## src/rtl/isa_decode_mc.sv

```systemverilog
// isa_decode_mc: multi-channel TRIG/STEP/WAIT/QWAIT instruction decoder with TRIG forwarding queue
// Ports:
//   I_clk, I_rst_n          clock, synchronous active-low reset
//   I_isa_valid/O_isa_ready instruction handshake, payload I_isa_addr/I_isa_data/I_isa_mask
//   O_trig                  one-cycle TRIG pulse per channel
//   O_trig_num/O_trig_step  last TRIG/STEP payload per channel, channel c at [32c+31:32c]
//   O_wait                  per-channel saturating accumulated wait
//   O_tx_data/O_tx_valid    FWFT queue head {addr,data} of forwarded TRIGs, popped by I_tx_ready
//   O_busy                  QWAIT stall in progress
//   O_err_cnt               saturating count of rejected instructions
module isa_decode_mc #(
  parameter int          NUM_CH         = 4,
  parameter logic [31:0] BASE_ADDR      = 32'h0200_0000,
  parameter int          CH_STRIDE_LOG2 = 12,
  parameter int          TX_DEPTH       = 8,
  parameter int          ERR_W          = 16
) (
  input  logic                   I_clk,
  input  logic                   I_rst_n,
  input  logic                   I_isa_valid,
  output logic                   O_isa_ready,
  input  logic [31:0]            I_isa_addr,
  input  logic [31:0]            I_isa_data,
  input  logic [3:0]             I_isa_mask,
  output logic [NUM_CH-1:0]      O_trig,
  output logic [32*NUM_CH-1:0]   O_trig_num,
  output logic [32*NUM_CH-1:0]   O_trig_step,
  output logic [32*NUM_CH-1:0]   O_wait,
  output logic [63:0]            O_tx_data,
  output logic                   O_tx_valid,
  input  logic                   I_tx_ready,
  output logic                   O_busy,
  output logic [ERR_W-1:0]       O_err_cnt
);
  localparam int PW = $clog2(TX_DEPTH);
  localparam int CW = NUM_CH > 1 ? $clog2(NUM_CH) : 1;
  localparam logic [31:0] REG_MASK = (32'd1 << CH_STRIDE_LOG2) - 32'd1;
  typedef enum logic {RUN, STALL} state_t;
  state_t state;
  logic [31:0] cnt;
  logic [63:0] mem [TX_DEPTH];
  logic [PW-1:0] wr_ptr, rd_ptr;
  logic [PW:0] q_cnt;
  logic [31:0] off, ch, rg;
  logic [CW-1:0] ci;
  logic in_map, exec, xfer, push, pop, q_full;
  logic [32:0] wsum;
  always_comb begin
    off = I_isa_addr - BASE_ADDR;
    ch = off >> CH_STRIDE_LOG2;
    rg = off & REG_MASK;
    ci = ch[CW-1:0];
    in_map = rg == 32'h0 || rg == 32'h4 || rg == 32'h8 || rg == 32'hC || rg == 32'h10;
    exec = I_isa_mask == 4'hF && I_isa_addr >= BASE_ADDR && ch < 32'(NUM_CH) && in_map;
    xfer = I_isa_valid && O_isa_ready;
    push = xfer && exec && rg == 32'h0;
    pop = O_tx_valid && I_tx_ready;
    wsum = {1'b0, O_wait[ci*32 +: 32]} + {1'b0, I_isa_data};
  end
  // ready is a function of state only (plus reset hold), never of I_isa_valid
  assign q_full = q_cnt == (PW+1)'(TX_DEPTH);
  assign O_isa_ready = I_rst_n && state == RUN && !q_full;
  assign O_busy = state == STALL;
  assign O_tx_valid = q_cnt != '0;
  // stale entries left behind by a reset are masked by the empty count
  assign O_tx_data = O_tx_valid ? mem[rd_ptr] : 64'h0;
  always_ff @(posedge I_clk) begin
    if (!I_rst_n) begin
      state <= RUN;
      cnt <= '0;
      O_trig <= '0;
      O_trig_num <= '0;
      O_trig_step <= '0;
      O_wait <= '0;
      O_err_cnt <= '0;
      wr_ptr <= '0;
      rd_ptr <= '0;
      q_cnt <= '0;
    end else begin
      O_trig <= '0;
      if (xfer && !exec && !(&O_err_cnt))
        O_err_cnt <= O_err_cnt + ERR_W'(1);
      if (xfer && exec) begin
        if (rg == 32'h0) begin
          O_trig[ci] <= 1'b1;
          O_trig_num[ci*32 +: 32] <= I_isa_data;
          O_wait[ci*32 +: 32] <= '0;
        end
        if (rg == 32'h4)
          O_trig_step[ci*32 +: 32] <= I_isa_data;
        if (rg == 32'h8)
          O_wait[ci*32 +: 32] <= '0;
        if (rg == 32'hC)
          O_wait[ci*32 +: 32] <= wsum[32] ? 32'hFFFF_FFFF : wsum[31:0];
        if (rg == 32'h10 && I_isa_data != 32'h0) begin
          state <= STALL;
          cnt <= I_isa_data;
        end
      end
      // the stall covers exactly cnt cycles: leave on the cycle cnt reaches 1
      if (state == STALL) begin
        cnt <= cnt - 32'd1;
        if (cnt == 32'd1)
          state <= RUN;
      end
      if (push)
        wr_ptr <= wr_ptr + PW'(1);
      if (pop)
        rd_ptr <= rd_ptr + PW'(1);
      q_cnt <= q_cnt + (PW+1)'(push) - (PW+1)'(pop);
    end
  end
  always_ff @(posedge I_clk)
    if (push)
      mem[wr_ptr] <= {I_isa_addr, I_isa_data};
endmodule

```

## config.mk

```make
export PLATFORM = sky130hd
export DESIGN_NAME = isa_decode_mc
export DESIGN_NICKNAME = d
export VERILOG_FILES = /design/src/rtl/isa_decode_mc.sv
export SDC_FILE = /design/constraint.sdc
export NUM_CORES = 2
export LEC_CHECK = 0
export CORE_MARGIN = 4
export CORE_UTILIZATION = 45
export CTS_BUF_LIST = sky130_fd_sc_hd__clkbuf_4
export DETAILED_ROUTE_END_ITERATION = 7
export PLACE_DENSITY = 0.68
export REMOVE_ABC_BUFFERS = 1
export SKIP_CTS_REPAIR_TIMING = 1
export SYNTH_ARGS = -nofsm -noshare
export SYNTH_HDL_FRONTEND = slang
export SYNTH_SLANG_ARGS = --single-unit
```

## constraint.sdc

```tcl
create_clock -name I_clk -period 31 [get_ports I_clk]
set_input_delay 4.65 -clock I_clk [delete_from_list [all_inputs] [get_ports I_clk]]
set_output_delay 4.65 -clock I_clk [all_outputs]
set_load 0.03 [all_outputs]
```

==> out/metrics.csv <==
metric;value;unit
synth_top_area_share;0.391;
vdd_drop_max;55.8;uV
power_density;61.2;mW/mm2
drc;1;
start_kind;input pin;
placedCellCount;4723;
synth-seq-cells;962;
dp_hpwl;77.0;mm
synth_top_family_by_area;simple AND/OR/NAND/NOR gates;
swShare;0.293;
dr.pass1.iters;8;
fmax;0.0947;GHz
hold_class;register to register;
grt_usage;0.273;
use_met2;0.437;
final_cells;5131;
slew_viol_final;0;
grt_pass1_wl;187;mm
clock_latency;1110;ps
cp_data_arrival_time;5910;ps
initial_utilization;0.453;
die-width;304;um
vias_per_cell;5.77;
synth_cell_type_count;79;
antenna_found_initial;3;
synth-edff-count;512;
wl_per_cell;25.0;um
drtIter0Drc;2759;
drv_cap;0;
nNetsFinal;3930;
grt_util_met3;0.0853;
tightest_slew;1220;ps
fin_skew;55.8;ps
slew_headroom;0.189;
finalHoldViolations;0;
syn_area;0.0393;mm2
seq_area_frac_synth;0.620;
required;26350;ps
pwr-share-clk;0.347;
finalSetupViolations;0;
status;finished with violations;
finalCritPeriodShare;0.341;
min_period;10560;ps
pre_cts_ws;20460;ps
cts_buffer_depth;3;
gp_congestion;0.885;
ctsRootBufferMaster;clkbuf_4;
synthAdderAreaFrac;0.0166;
overflow;0;
synthMuxAreaShare;0.109;
path_class;input pin to primary output;
seqPwrFrac;0.458;
fill_cells;7462;
cts-buffers-inserted;237;
netlist_instances;3215;
top_usage_layer;met2;
grt_max_degree;233;
drive_gt1_frac;0.165;
synth_flop_cell;edfxtp_1;
combPwrFrac;0.196;
grt_pass1_vias;29000;
num_rows;108;
finalSetupTns;0;ps
place_area;0.0458;mm2
synth_compound_area_frac;0.0963;
synth_area_leader_cell;edfxtp_1;
ys_top_cells_by_count;edfxtp_1 (512), dfxtp_1 (450), a21oi_1 (355);
design_area;0.0487;mm2
postRouteWirelength;128;mm
ant_nets;0;
path_max_fanout;8;
clkTransAtPathRegs;60;ps
synthArstFlopShare;0;
end_kind;primary output;
die_y;304;um
p_leak;16.0;nW
die-area;0.0921;mm2
htreeDepth;4;
route.vias.total;29600;
yosysWarningCount;0;
switchingPower;0.874;mW
hold-worst-slack;453;ps
internal_power;2.11;mW
synth.avg_cell_area;12.2;um2
fp.coreArea;0.0868;mm2
synth_most_common_cell;edfxtp_1;
clock-sinks;962;
grt_use_met1;0.344;
ys_top_cells_by_area;edfxtp_1 (39%), dfxtp_1 (23%), mux4_2 (9.2%), a21oi_1 (4.5%), nand3_1 (4.1%);
ios;543;
rsz0062_at_grt;false;
synthXorXnorAreaFrac;0.00936;
cts_tree;yes;
syn2layout_area_growth;24.0;%
yosys.area_share.simple;0.118;
failed_checks;design-rule violations;
numPortBuffers;542;
worst_slack;20440;ps
[state kept, by name, summed over array words and instances (netlist names), named ones only]
| name | count |
|---|---|
| q_cnt | 4 |
| O_trig | 4 |
| rd_ptr | 3 |
| O_busy | 1 |
| wr_ptr | 3 |
| O_wait | 128 |
| cnt | 32 |
| O_err_cnt | 16 |
| O_trig_step | 128 |
| O_trig_num | 128 |
| mem | 512 |
[layout by cell type, fill, tap and decap left out, types with 23 or more instances in the layout]
cell type	Yosys	layout
a22oi_1	63	63
mux2i_1	68	68
inv_1	29	29
clkbuf_4	0	342
edfxtp_1	512	512
clkinv_1	0	37
a21oi_1	355	355
dfxtp_1	450	447
mux4_2	160	160
clkdlybuf4s50_1	0	536
xnor2_1	23	23
ha_1	49	49
nand2_1	349	348
o21ai_0	49	49
nand3_1	322	322
nor2_1	205	202
buf_4	1	76
[layer usage]
metal  wire [um]  vias to the layer above  part of all wire
met5           0                        -                 0
met4        5120                        0             0.040
met3       12500                      305             0.097
met2       61600                     1375              0.48
met1       49100                    14600              0.38
li1            -                    13300                 -
[per-stage QoR]
step	util	power, mW
final	0.562	2.98
after global routing	0.562	3.12
after CTS	0.561	3.02
after detailed placement	0.527	1.99
after global placement	0.527	1.98
after floorplan	-	1.79
[power by group through the flow]
stage / sequential [mW] / combinational [mW] / clock (mW)
3_5_place_dp: 1.39 / 0.592 / 0
3_3_place_gp: 1.39 / 0.589 / 0
4_1_cts: 1.37 / 0.593 / 1.06
2_1_floorplan: 1.42 / 0.367 / 0
6_report: 1.37 / 0.584 / 1.03
5_1_grt: 1.37 / 0.623 / 1.13
[critical path, cell delays in order]
cell	delay [ps]
buf_2	200
nand2b_1	100
a21oi_1	240
clkdlybuf4s50_1	730
[layout make-up]
| class | count | area [um2] | area share |
|---|---|---|---|
| Antenna cell | 6 | 15.0 | 0.000308 |
| Sequential cell | 962 | 24400 | 0.501 |
| Multi-Input combinational cell | 1957 | 13800 | 0.284 |
| Inverter | 30 | 120 | 0.00247 |
| Clock inverter | 60 | 377 | 0.00773 |
| Timing Repair Buffer | 619 | 5990 | 0.123 |
| Tap cell | 1155 | 1450 | 0.0297 |
| Clock buffer | 342 | 2570 | 0.0527 |
[final timing paths]
path	cells after the start	slack (ps)	end	startpoint
worst max-delay path	4	20440	O_isa_ready	I_rst_n
worst min-delay path	2	450	O_trig_num[76]$_SDFFE_PN0P_	O_trig_num[76]$_SDFFE_PN0P_
worst max register to register	10	26690	O_trig_num[113]$_SDFFE_PN0P_	q_cnt[2]$_SDFF_PN0_
worst min register to register	2	450	O_trig_num[76]$_SDFFE_PN0P_	O_trig_num[76]$_SDFFE_PN0P_
[kinds of logic after synthesis]
logic type | Yosys count
AND/OR/NAND/NOR | 1018
buffers and inverters | 296
flip-flops | 962
adder cells (fa/ha/maj) | 51
multiplexers | 229
XOR/XNOR | 42
AO/OA/AOI/OAI | 617
(Power assumes the default switching activity.)
